**src/rtl/seq_pkg.sv**
```systemverilog
`default_nettype none
// ============================================================================
// Module      : seq_pkg
// Description : Shared sequencer definitions. The segment address decoder
//               and the step-count generator both import this package so
//               they agree on state encoding and default sequence length.
// Revision    : 1.0 - initial release
// ============================================================================
package seq_pkg;

  // Sequencer run states
  typedef enum logic [1:0] {
    SEQ_IDLE   = 2'd0,
    SEQ_RUN    = 2'd1,
    SEQ_PAUSED = 2'd2,
    SEQ_DONE   = 2'd3
  } seq_state_e;

  // Default sysclk cycles per step tick
  localparam int CLK_DIV_DEF   = 50000;
  // Default last count value of a sequence
  localparam int COUNT_MAX_DEF = 197;
  // Default count width
  localparam int CW_DEF        = 8;

  // A sequence is in progress while running or frozen by pause
  function automatic logic seq_is_busy(input logic [1:0] st);
    return (st == SEQ_RUN) || (st == SEQ_PAUSED);
  endfunction

endpackage
`default_nettype wire

```
**src/rtl/tick_prescaler.sv**
```systemverilog
`default_nettype none
// ============================================================================
// Module      : tick_prescaler
// Description : Free-running divide-by-CLK_DIV counter. Advances only while
//               enabled, so a pause simply holds the current phase. tick is
//               combinational: high on the enabled cycle at the last phase.
// Revision    : 1.0 - initial release
// ============================================================================
module tick_prescaler #(
  parameter int CLK_DIV = 4
) (
  input  logic sysclk,
  input  logic reset_n,
  input  logic clr,
  input  logic en,
  output logic tick
);

  localparam int              c_PW   = ($clog2(CLK_DIV) < 1) ? 1 : $clog2(CLK_DIV);
  localparam logic [c_PW-1:0] c_LAST = c_PW'(CLK_DIV - 1);

  logic [c_PW-1:0] r_cnt;
  logic            w_at_last;

  assign w_at_last = (r_cnt == c_LAST);
  assign tick      = en & w_at_last;

  // Phase counter: clear wins, otherwise count 0..CLK_DIV-1 while enabled
  always_ff @(posedge sysclk or negedge reset_n) begin
    if (!reset_n) begin
      r_cnt <= '0;
    end else if (clr) begin
      r_cnt <= '0;
    end else if (en) begin
      r_cnt <= w_at_last ? '0 : r_cnt + c_PW'(1);
    end
  end

endmodule
`default_nettype wire

```
**src/rtl/seq_count_gen.sv**
```systemverilog
`default_nettype none
// ============================================================================
// Module      : seq_count_gen
// Description : Step-count sequencer. Divides sysclk to a slow tick and
//               advances a registered count 0..COUNT_MAX once per tick, with
//               start/stop/pause run control and one-shot or looping modes.
// Revision    : 1.0 - initial release
// ============================================================================
module seq_count_gen
  import seq_pkg::*;
#(
  parameter int CLK_DIV   = CLK_DIV_DEF,
  parameter int COUNT_MAX = COUNT_MAX_DEF,
  parameter int CW        = CW_DEF
) (
  input  logic          sysclk,
  input  logic          reset_n,
  input  logic          start,
  input  logic          stop,
  input  logic          pause,
  input  logic          loop_en,
  output logic [CW-1:0] count,
  output logic          pulse,
  output logic          wrap,
  output logic          busy,
  output logic          done
);

  localparam logic [1:0]    c_IDLE      = SEQ_IDLE;
  localparam logic [1:0]    c_RUN       = SEQ_RUN;
  localparam logic [1:0]    c_PAUSED    = SEQ_PAUSED;
  localparam logic [1:0]    c_DONE      = SEQ_DONE;
  localparam logic [CW-1:0] c_COUNT_MAX = CW'(COUNT_MAX);

  logic [1:0]    r_state;
  logic [1:0]    w_state_next;
  logic [CW-1:0] r_count;
  logic [CW-1:0] w_count_next;
  logic          r_pulse;
  logic          r_wrap;
  logic          r_busy;
  logic          r_done;
  logic          w_pulse_next;
  logic          w_wrap_next;
  logic          w_clr;
  logic          w_active;
  logic          w_tick;

  // start or stop both restart the prescaler phase from zero
  assign w_clr = start | stop;

  // The prescaler advances on every unpaused cycle of a live sequence,
  // including the cycle that leaves PAUSED, so a pause of N cycles delays
  // the next step by exactly N cycles.
  assign w_active = ~w_clr & ~pause & ((r_state == c_RUN) | (r_state == c_PAUSED));

  tick_prescaler #(
    .CLK_DIV (CLK_DIV)
  ) u_prescaler (
    .sysclk  (sysclk),
    .reset_n (reset_n),
    .clr     (w_clr),
    .en      (w_active),
    .tick    (w_tick)
  );

  // Next-state, next-count and strobe decode; priority stop > start > pause
  always_comb begin
    w_state_next = r_state;
    w_count_next = r_count;
    w_pulse_next = 1'b0;
    w_wrap_next  = 1'b0;
    if (stop) begin
      w_state_next = c_IDLE;
      w_count_next = '0;
    end else if (start) begin
      w_state_next = c_RUN;
      w_count_next = '0;
    end else if ((r_state == c_RUN) || (r_state == c_PAUSED)) begin
      if (pause) begin
        w_state_next = c_PAUSED;
      end else begin
        w_state_next = c_RUN;
        if (w_tick) begin
          if (r_count < c_COUNT_MAX) begin
            w_count_next = r_count + CW'(1);
            w_pulse_next = 1'b1;
          end else if (loop_en) begin
            w_count_next = '0;
            w_pulse_next = 1'b1;
            w_wrap_next  = 1'b1;
          end else begin
            // One-shot end: count parks at COUNT_MAX with no pulse
            w_state_next = c_DONE;
          end
        end
      end
    end
  end

  // State, count and registered status/strobe outputs
  always_ff @(posedge sysclk or negedge reset_n) begin
    if (!reset_n) begin
      r_state <= c_IDLE;
      r_count <= '0;
      r_pulse <= 1'b0;
      r_wrap  <= 1'b0;
      r_busy  <= 1'b0;
      r_done  <= 1'b0;
    end else begin
      r_state <= w_state_next;
      r_count <= w_count_next;
      r_pulse <= w_pulse_next;
      r_wrap  <= w_wrap_next;
      r_busy  <= seq_is_busy(w_state_next);
      r_done  <= (w_state_next == c_DONE);
    end
  end

  assign count = r_count;
  assign pulse = r_pulse;
  assign wrap  = r_wrap;
  assign busy  = r_busy;
  assign done  = r_done;

endmodule
`default_nettype wire

```
**config.mk**
```make
export PLATFORM = sky130hd
export DESIGN_NAME = seq_count_gen
export DESIGN_NICKNAME = d
export VERILOG_FILES = /design/src/rtl/seq_pkg.sv /design/src/rtl/tick_prescaler.sv /design/src/rtl/seq_count_gen.sv
export SDC_FILE = /design/constraint.sdc
export NUM_CORES = 1
export LEC_CHECK = 0
export BUFFER_PORTS_ARGS = -buffer_cell sky130_fd_sc_hd__buf_2
export CELL_PAD_IN_SITES_DETAIL_PLACEMENT = 2
export CELL_PAD_IN_SITES_GLOBAL_PLACEMENT = 2
export CORE_MARGIN = 5
export CORE_UTILIZATION = 30
export DETAILED_ROUTE_END_ITERATION = 10
export PLACE_DENSITY_LB_ADDON = 0.1
export SYNTH_ARGS = -nofsm -noshare
export SYNTH_HDL_FRONTEND = slang
export SYNTH_SLANG_ARGS = --single-unit
```
**constraint.sdc**
```tcl
create_clock -name sysclk -period 1.7 [get_ports sysclk]
set_input_delay 0.085 -clock sysclk [delete_from_list [all_inputs] [get_ports sysclk]]
set_output_delay 0.085 -clock sysclk [all_outputs]
set_load 0.005 [all_outputs]
```
==> results.toml <==
[outcome]
status = "finished with violations"
violations = "negative setup slack"

[power_and_ir_drop]
vdd_drop_max_mv = 0.307
powerDensity_nw_per_um2 = 537
p_leak_nw = 1.16

[timing]
finalSetupViolations = 10
period_minus_slack_ns = 1.78
layout_setup_ws_ns = -0.0804
whs_ns = 0.152
hold_viol_final = 0
slew_violations = 0
tightestPinTransition_ns = 0.755
fmax_mhz = 562
finalClockSkew_ns = 0.00522
slew_headroom_pct = 49.7
fin_crit_sh_pct = 105
rsz0062_at_grt = "yes"

[routing]
drt_iter0_markers = 41
vias = 1996
final_antenna_net_count = 0
wirelength_um = 7860
drc = 0
dr.pass1.iters = 4
wl_per_cell_um = 22.8
vias_per_cell = 5.79

[clocking]
h-tree-depth = 2
cts_tree = "built"
cts_buffer_depth = 2
clock_sinks = 30
cts_made_buffers = 5
root_buffer = "clkbuf_8"
clk_latency_ns = 0.29
clkTransAtPathRegs_ns = 0.07

[floorplanning]
core_um2 = 5990
ios = 18
rows = 28
fp.dieArea_um2 = 7890
fp.dieH_um = 88.8
die_w_um = 88.8
start_util_pct = 31.1

[synth]
synth.distinct_cells = 52
ys_warn_count = 0
synthesis.instances = 195
synthFlopType = "dfrtp_1"
synth_seq_cells = 30
synthesis.area_um2 = 1860
async_flop_share_pct = 100
synth_nets = 205
synth_edf_count = 0
avgSynthCellArea_um2 = 9.55
yosysSeqAreaShare_pct = 40.3

[final_layout]
multi_input_area_um2 = 1230
areaGrowthSynthToFinish_pct = 48.2
seqCellArea_um2 = 753
final_common_cell = "buf_4"
final_cell_mix = "47 x buf_4, 28 x dfrtp_1, 19 x nand2_1"
final_nets = 279
drive_above_1_share_pct = 43.7
filler_cell_count = 648
insertedDiodeCount = 0

[placed_design]
dp_slack_ns = -0.144
portBuffers = 17
post-dp-hpwl_um = 4970
gp_congestion = 0.787

[run]
maxCapViolCount = 0

[critical_path]
crit_buf_inv = 0
required_ns = 1.87
path_class = "register to register"
cp_top_family = "simple AND/OR/NAND/NOR gates"
crit_path_end_kind = "register"
worst_path_largest_cell_delay_ns = 0.43
cpMaxStageDelayCell = "dfrtp_1"
cp.arrival_ns = 1.95
crit_fanout = 4
worstSetupStartpointType = "register"
cp_cell_sequence = "or3b_4, nor4_4, nand4_1, a21oi_2, ha_1"

[grt]
grt_use_total_pct = 18.9
grt_pass1_vias = 2261
antenna_found_initial = 0
grt_pass1_wl_um = 11600
grt_max_degree = 31
grt.overflow.total = 0

[min_path]
hold_class = "input port to register"
[cells in the mapped netlist, types with 4 or more instances]
cell      count  share of area [%]
a21oi_1       4                1.1
a31oi_1       4                1.3
and4_1        5                2.4
buf_2         4                1.1
dfrtp_1      30                 40
ha_1          4                2.7
inv_1         5                1.0
nand2_1      20                4.0
nand3_1      12                3.2
nand4_1       6                2.0
nor2_1        6                1.2
nor3_1        4                1.1
nor4_1        7                2.4
nor4b_1       4                1.9
o211ai_1     10                4.0
or2_2         4                1.3
or3_1         7                2.4
or4_1         8                3.2
[path summary, 6_finish.rpt]
check / from / to / slack [ns] / depth (start not counted)
hold reg to reg: count[7]$_DFFE_PN0P_ / count[7]$_DFFE_PN0P_ / 0.58 / 1
hold / removal: loop_en / wrap$_DFF_PN0_ / 0.15 / 3
setup reg to reg: u_prescaler.r_cnt[4]$_DFFE_PN0P_ / busy$_DFF_PN0_ / -0.08 / 5
max in group asynchronous: reset_n / u_prescaler.r_cnt[7]$_DFFE_PN0P_ / 0.76 / 2
setup / recovery: u_prescaler.r_cnt[4]$_DFFE_PN0P_ / busy$_DFF_PN0_ / -0.08 / 5
min in group asynchronous: reset_n / count[5]$_DFFE_PN0P_ / 0.40 / 2
[worst register-to-register path: cells and delay by family (launching register included)]
family          cells  cell delay, ns
compound gates      1            0.18
flops               1            0.43
simple gates        3            0.81
fa+ha+maj           1            0.25
[stage by stage]
| step | total power, mW | instances | utilization (%) | TNS [ns] | area (um2) |
|---|---|---|---|---|---|
| global route | 1.53 | 345 | 46.1 | -1.66 | 2760 |
| detailed placement | 0.846 | 323 | 39.5 | -0.826 | 2370 |
| floorplan | 0.783 | 195 | - | 0 | 1880 |
| global placement | 0.840 | 323 | 39.5 | -0.470 | 2370 |
| finish | 1.48 | 345 | 46.1 | -0.393 | 2760 |
| CTS | 1.48 | 336 | 42.6 | -0.469 | 2550 |
[registers in the layout (all words and copies together) (netlist names)]
name / flops
pulse: 1
u_prescaler.r_cnt: 16
wrap: 1
done: 1
count: 8
busy: 1
r_state: 2
[area by class of cell]
class                   count  area share, %
inverters                   5          0.680
clock buffers               7           3.13
repair buffers             75           20.9
clock inverters             1          0.181
multi-input cells         152           44.4
well taps                  75           3.40
flip-flops and latches     30           27.3
[report_power, final]
group / leakage [nW] / switching, mW / internal, mW
Clock: 0.0482 / 0.301 / 0.327
Sequential: 0.413 / 0.00369 / 0.718
Combinational: 0.699 / 0.0877 / 0.0465
Total: 1.16 / 0.392 / 1.09
[logic make-up (layout without fill, tap and decap cells)]
family          Yosys count  in the layout  synth area share [%]
fa+ha+maj                 5              5                  3.22
simple gates             97             98                  31.5
xor+xnor                  3              3                  1.81
compound gates           43             43                  17.9
buf+inv                  14             88                  3.69
mux                       3              3                  1.61
flops                    30             30                  40.3
[timing repair]
| action | 4_1_cts | 5_1_grt |
|---|---|---|
| setup endpoints to repair | 17 | 26 |
| hold buffers | 2 | 0 |
| resized for setup | 9 | 33 |
| gates cloned | 0 | 1 |
| buffers inserted | 3 | 11 |
| endpoints found under the hold margin | 31 | 0 |
| pin swaps | 8 | 26 |
[metal layers]
layer  GRT usage, %  vias up  share of wire, %
li1               -      916                 -
met1           22.5     1044                42
met2           35.4       30                55
met3           2.51        6               2.6
met4           4.95        0              0.71
met5              0        -                 0
No activity file was read; power rests on OpenSTA's default activity.
